File: src/rtl/addsub_pkg.sv
// Shared types and constants for the digit-serial adder/subtractor.
// Latency: n/a (declarations only).
// Backpressure: n/a (declarations only).
//
// Contents: FSM state encoding, operation codes, digit width.
package addsub_pkg;

    typedef enum logic [1:0] {
        IDLE = 2'd0,
        RUN  = 2'd1,
        DONE = 2'd2
    } state_t;

    localparam logic OP_ADD = 1'b0;
    localparam logic OP_SUB = 1'b1;

    // Bits consumed per clock by the arithmetic slice.
    localparam int DIGIT_W = 2;

endpackage

File: src/rtl/digit_serial_addsub_if.sv
// Request/result bundle between a requester and digit_serial_addsub.
// Latency: n/a (wires only).
// Backpressure: none; start is sampled only when the engine is idle or done.
//
// Ports:
//   start, op, a, b, ci : requester -> engine (operands captured on accept)
//   busy, done, s, co, ovf : engine -> requester (done is a one-cycle pulse)
interface digit_serial_addsub_if #(
    parameter int N = 8
);
    logic         start;
    logic         op;
    logic [N-1:0] a;
    logic [N-1:0] b;
    logic         ci;
    logic         busy;
    logic         done;
    logic [N-1:0] s;
    logic         co;
    logic         ovf;

    modport master (
        output start, op, a, b, ci,
        input  busy, done, s, co, ovf
    );

    modport slave (
        input  start, op, a, b, ci,
        output busy, done, s, co, ovf
    );
endinterface

File: src/rtl/addsub_digit_slice.sv
// Two-bit ripple adder slice, purely combinational.
// Latency: 0 cycles.
// Backpressure: none.
//
// Ports:
//   x, y  : 2-bit operand digits
//   cin   : carry into bit 0 of the digit
//   sum   : 2-bit digit sum
//   c_mid : carry into bit 1 of the digit (needed for signed overflow on the top digit)
//   cout  : carry out of bit 1 of the digit
module addsub_digit_slice
    import addsub_pkg::*;
(
    input  logic [DIGIT_W-1:0] x,
    input  logic [DIGIT_W-1:0] y,
    input  logic               cin,
    output logic [DIGIT_W-1:0] sum,
    output logic               c_mid,
    output logic               cout
);

    always_comb begin
        sum[0] = x[0] ^ y[0] ^ cin;
        c_mid  = (x[0] & y[0]) | (cin & (x[0] ^ y[0]));
        sum[1] = x[1] ^ y[1] ^ c_mid;
        cout   = (x[1] & y[1]) | (c_mid & (x[1] ^ y[1]));
    end

endmodule

File: src/rtl/digit_serial_addsub.sv
// Two's-complement add/subtract of N-bit operands, two bits per clock, LSB digit first.
// Latency: start accepted at edge t -> done high for the cycle after edge t+N/2.
// Backpressure: none; start is ignored while busy, one op per N/2+1 cycles.
//
// Ports:
//   clk  : rising-edge clock
//   rst  : synchronous active-high reset, aborts any operation without a done pulse
//   bus  : request/result bundle (slave side), see digit_serial_addsub_if
module digit_serial_addsub
    import addsub_pkg::*;
#(
    parameter int N = 8
) (
    input  logic                   clk,
    input  logic                   rst,
    digit_serial_addsub_if.slave   bus
);

    localparam int NUM_DIGITS = N / 2;
    localparam int KW         = (NUM_DIGITS > 1) ? $clog2(NUM_DIGITS) : 1;

    generate
        if ((N < 2) || ((N % 2) != 0)) begin : g_bad_width
            $error("digit_serial_addsub: N must be even and >= 2");
        end
    endgenerate

    state_t        state;
    logic [KW-1:0] k;
    // Operand registers shift right one digit per RUN cycle so the slice
    // always sees the current digit in bits [1:0].
    logic [N-1:0]  a_r;
    logic [N-1:0]  b_r;
    // Result digits enter at the top and shift down; after NUM_DIGITS
    // cycles every digit sits at its final position.
    logic [N-1:0]  work;
    logic [N-1:0]  work_nxt;
    logic          carry;
    logic          op_r;

    logic          busy_r;
    logic          done_r;
    logic [N-1:0]  s_r;
    logic          co_r;
    logic          ovf_r;

    logic [DIGIT_W-1:0] dsum;
    logic               c_mid;
    logic               c_out;
    logic               last;

    addsub_digit_slice u_slice (
        .x     (a_r[DIGIT_W-1:0]),
        .y     (b_r[DIGIT_W-1:0]),
        .cin   (carry),
        .sum   (dsum),
        .c_mid (c_mid),
        .cout  (c_out)
    );

    always_comb begin
        work_nxt = work >> DIGIT_W;
        work_nxt[N-1 -: DIGIT_W] = dsum;
    end

    assign last = (k == KW'(NUM_DIGITS - 1));

    always_ff @(posedge clk) begin
        if (rst) begin
            state  <= IDLE;
            k      <= '0;
            a_r    <= '0;
            b_r    <= '0;
            work   <= '0;
            carry  <= 1'b0;
            op_r   <= 1'b0;
            busy_r <= 1'b0;
            done_r <= 1'b0;
            s_r    <= '0;
            co_r   <= 1'b0;
            ovf_r  <= 1'b0;
        end else begin
            case (state)
                IDLE, DONE: begin
                    done_r <= 1'b0;
                    if (bus.start) begin
                        // Subtract as a + ~b + ~ci, which equals a - b - ci.
                        a_r    <= bus.a;
                        b_r    <= (bus.op == OP_SUB) ? ~bus.b : bus.b;
                        carry  <= (bus.op == OP_SUB) ? ~bus.ci : bus.ci;
                        op_r   <= bus.op;
                        k      <= '0;
                        busy_r <= 1'b1;
                        state  <= RUN;
                    end else begin
                        busy_r <= 1'b0;
                        state  <= IDLE;
                    end
                end

                RUN: begin
                    a_r   <= a_r >> DIGIT_W;
                    b_r   <= b_r >> DIGIT_W;
                    work  <= work_nxt;
                    carry <= c_out;
                    k     <= k + 1'b1;
                    if (last) begin
                        // c_mid on the top digit is the carry into bit N-1.
                        s_r    <= work_nxt;
                        co_r   <= (op_r == OP_SUB) ? ~c_out : c_out;
                        ovf_r  <= c_mid ^ c_out;
                        k      <= '0;
                        busy_r <= 1'b0;
                        done_r <= 1'b1;
                        state  <= DONE;
                    end
                end

                default: begin
                    busy_r <= 1'b0;
                    done_r <= 1'b0;
                    state  <= IDLE;
                end
            endcase
        end
    end

    assign bus.busy = busy_r;
    assign bus.done = done_r;
    assign bus.s    = s_r;
    assign bus.co   = co_r;
    assign bus.ovf  = ovf_r;

endmodule
File: src/flat_wrapper.sv
// flat-port wrapper written by rule: the top's interface ports become plain ports
module digit_serial_addsub_flat import addsub_pkg::*;
#(
    parameter int N = 8
)
  (clk, rst, bus_start, bus_op, bus_a, bus_b, bus_ci, bus_busy, bus_done, bus_s, bus_co, bus_ovf);
  digit_serial_addsub_if #(.N(N)) bus_i ();
  input  logic clk;
  input  logic rst;
  input wire logic [$bits(bus_i.start)-1:0] bus_start;
  input wire logic [$bits(bus_i.op)-1:0] bus_op;
  input wire logic [$bits(bus_i.a)-1:0] bus_a;
  input wire logic [$bits(bus_i.b)-1:0] bus_b;
  input wire logic [$bits(bus_i.ci)-1:0] bus_ci;
  output wire logic [$bits(bus_i.busy)-1:0] bus_busy;
  output wire logic [$bits(bus_i.done)-1:0] bus_done;
  output wire logic [$bits(bus_i.s)-1:0] bus_s;
  output wire logic [$bits(bus_i.co)-1:0] bus_co;
  output wire logic [$bits(bus_i.ovf)-1:0] bus_ovf;
  assign bus_i.start = bus_start;
  assign bus_i.op = bus_op;
  assign bus_i.a = bus_a;
  assign bus_i.b = bus_b;
  assign bus_i.ci = bus_ci;
  assign bus_busy = bus_i.busy;
  assign bus_done = bus_i.done;
  assign bus_s = bus_i.s;
  assign bus_co = bus_i.co;
  assign bus_ovf = bus_i.ovf;
  digit_serial_addsub #(.N(N)) u_core (.clk(clk), .rst(rst), .bus(bus_i));
endmodule
File: config.mk
export PLATFORM = sky130hd
export DESIGN_NAME = digit_serial_addsub_flat
export DESIGN_NICKNAME = d
export VERILOG_FILES = /design/src/rtl/addsub_pkg.sv /design/src/rtl/digit_serial_addsub_if.sv /design/src/rtl/addsub_digit_slice.sv /design/src/rtl/digit_serial_addsub.sv /design/src/flat_wrapper.sv
export SDC_FILE = /design/constraint.sdc
export NUM_CORES = 1
export LEC_CHECK = 0
export ABC_AREA = 1
export CAP_MARGIN = 20
export CORE_MARGIN = 5
export CORE_UTILIZATION = 40
export DETAILED_ROUTE_END_ITERATION = 12
export PLACE_DENSITY = 0.65
export SLEW_MARGIN = 40
export SYNTH_ARGS = -nofsm -noshare
export SYNTH_HDL_FRONTEND = slang
export SYNTH_SLANG_ARGS = --single-unit
File: constraint.sdc
create_clock -name clk -period 2.3 [get_ports clk]
set_input_delay 0.345 -clock clk [delete_from_list [all_inputs] [get_ports clk]]
set_output_delay 0.345 -clock clk [all_outputs]
set_load 0.03 [all_outputs]
==> flow_summary.json <==
{
  "status": "finished, final reports clean",
  "die_h_um": 78.2,
  "p_leak_nw": 1.05,
  "final_util": 0.512,
  "drive_above_1_share": 0.146,
  "slowest_stage": "clkdlybuf4s50_1",
  "antenna_found_initial": 0,
  "htree_levels": 2,
  "hp-class": "register to register",
  "drt-initial-drc-count": 81,
  "place.gp.congestion": 0.784,
  "grt_pass1_wl_mm": 6.16,
  "critPathArrivalTime_ns": 1.50,
  "routed_wl_mm": 3.63,
  "crit_path_end_kind": "output pin",
  "dieWidth_um": 78.2,
  "ant_nets": 0,
  "slowest_delay_ns": 0.74,
  "cts_hold_buf": 0,
  "layout.cells.non_filler": 340,
  "dp.cells": 332,
  "tightest_slew_ns": 0.541,
  "die-area_um2": 6120,
  "ys_ff_latch": 39,
  "drc_errors": 0,
  "crit_chain": "clkdlybuf4s50_1",
  "antenna_cells": 0,
  "fin_crit_sh": 0.801,
  "fin_skew_ns": 0.00155,
  "synthCells": 255,
  "num_rows": 24,
  "yosysUniqueCellTypes": 25,
  "cts_resized": 0,
  "slew_headroom": 0.639,
  "critical_path_class": "register to output pin",
  "whs_ns": 0.460,
  "synth_fp_nets": 279,
  "postCtsSetupBuffers": 0,
  "first_pass_iters": 2,
  "setup_viol_count_final": 0,
  "initial_utilization": 0.419,
  "grt_pass1_vias": 1455,
  "grt_max_degree": 24,
  "ir_drop_mv": 0.299,
  "avgRoutedWirePerCell_um": 10.7,
  "syn_area_um2": 1860,
  "fin_crit_ns": 1.84,
  "fin_ws_ns": 0.458,
  "cts_tree": "done",
  "max_freq_mhz": 543,
  "power_density_nw_per_um2": 617,
  "avgSynthCellArea_um2": 7.30,
  "cp.required_ns": 1.96,
  "yosysSeqAreaShare": 0.420,
  "cts_root_buf": "clkbuf_8",
  "io_pins": 33,
  "clock_path_buffers": 2,
  "clk_latency_ns": 0.29,
  "hold_viol": 0,
  "maxSlewViolCount": 0,
  "grt_setup_unrepaired": "false",
  "dp_hpwl_mm": 2.56,
  "grtUsageTotal": 0.123,
  "port_buffers": 32,
  "coreArea_um2": 4440,
  "worst-path-buf-inv": 1,
  "path_delay_family": "buffers and inverters",
  "cp-start-kind": "register",
  "fin_area_um2": 2270,
  "cp_max_fo": 4,
  "placed_cell_area_um2": 2190,
  "vias_per_cell": 4.55,
  "fin_setup_tns_ns": 0,
  "yosys_warnings": 0,
  "syn_to_final_growth_pct": 22.3,
  "cts_sinks": 39,
  "numCtsBuffers": 5,
  "num_vias": 1547,
  "p_total_mw": 1.40,
  "maxCapViolCount": 0,
  "grt_overflow": 0,
  "nets": 311,
  "place_ws_ns": 0.552,
  "clk_pin_slew_worst_paths_ns": 0.08
}
cell usage in the layout (no fill, tap or decap), types with 2 or more instances in the layout:
master	n
nand2_1	69
dfxtp_1	39
inv_1	34
clkdlybuf4s50_1	32
nor2_1	25
nand3_1	17
o21ai_0	15
nand2_2	12
a21oi_2	11
a21oi_1	6
clkbuf_8	5
clkinv_2	4
xor2_1	3
buf_4	3
inv_2	2
nor2_4	2
nand2_4	2
fa_1	2
power by group:
| group | switching [mW] | total (mW) | internal [mW] |
|---|---|---|---|
| clock | 0.241 | 0.448 | 0.208 |
| combinational | 0.126 | 0.220 | 0.0936 |
| sequential | 0.0236 | 0.735 | 0.712 |
| total | 0.391 | 1.40 | 1.01 |
routing by layer:
metal,global-route usage,part of all wire,vias to the layer above
li1,-,-,836
met1,0.148,0.49,679
met2,0.213,0.45,27
met3,0.0366,0.049,5
met4,0.0367,0.013,0
met5,0,0,-
logic make-up (layout without fill, tap and decap cells):
family / after synthesis / count (layout) / share of synthesized area
compound gates: 32 / 32 / 0.108
xor+xnor: 4 / 4 / 0.0188
fa+ha+maj: 3 / 3 / 0.0282
buf+inv: 48 / 81 / 0.119
flops: 39 / 39 / 0.420
simple gates: 129 / 129 / 0.306
Yosys cell counts, drive strengths merged:
library cell	number	area share
xnor2	1	0.0047
nor2	28	0.066
a21oi	17	0.068
xor2	3	0.014
nand2	83	0.19
clkinv	2	0.0047
o21ai	15	0.040
nand3	17	0.046
ha	1	0.0067
dfxtp	39	0.42
fa	2	0.022
clkbuf	1	0.0020
inv	36	0.073
buf	9	0.040
nor3	1	0.0027
sequential cells by signal, summed over array words and instances (netlist names):
register / flops
u_core.work: 6
u_core.bus.done: 1
u_core.k: 2
u_core.bus.s: 8
u_core.b_r: 8
u_core.carry: 1
u_core.a_r: 8
u_core.op_r: 1
u_core.state: 2
u_core.bus.ovf: 1
u_core.bus.co: 1
area by class of cell:
class / count / area, um2
clock buffers: 5 / 68.8
clock inverters: 3 / 15.0
fillers: 466 / 2170
inverters: 38 / 144
multi-input cells: 168 / 858
flip-flops and latches: 39 / 781
well taps: 52 / 65.1
repair buffers: 35 / 343
path summary, 6_finish.rpt:
| kind | end | slack (ns) | from | cells after the start |
|---|---|---|---|---|
| max | bus_busy | 0.46 | u_core.state[0]$_SDFFE_PP0P_ | 1 |
| min | u_core.bus.s[5]$_SDFFE_PP0P_ | 0.46 | u_core.work[7]$_SDFFE_PP0P_ | 2 |
| max reg2reg | u_core.bus.ovf$_SDFFE_PP0P_ | 0.57 | u_core.carry$_SDFFE_PP0P_ | 6 |
| min reg2reg | u_core.bus.s[5]$_SDFFE_PP0P_ | 0.46 | u_core.work[7]$_SDFFE_PP0P_ | 2 |
Note: power is estimated with default switching activity, not from simulation.
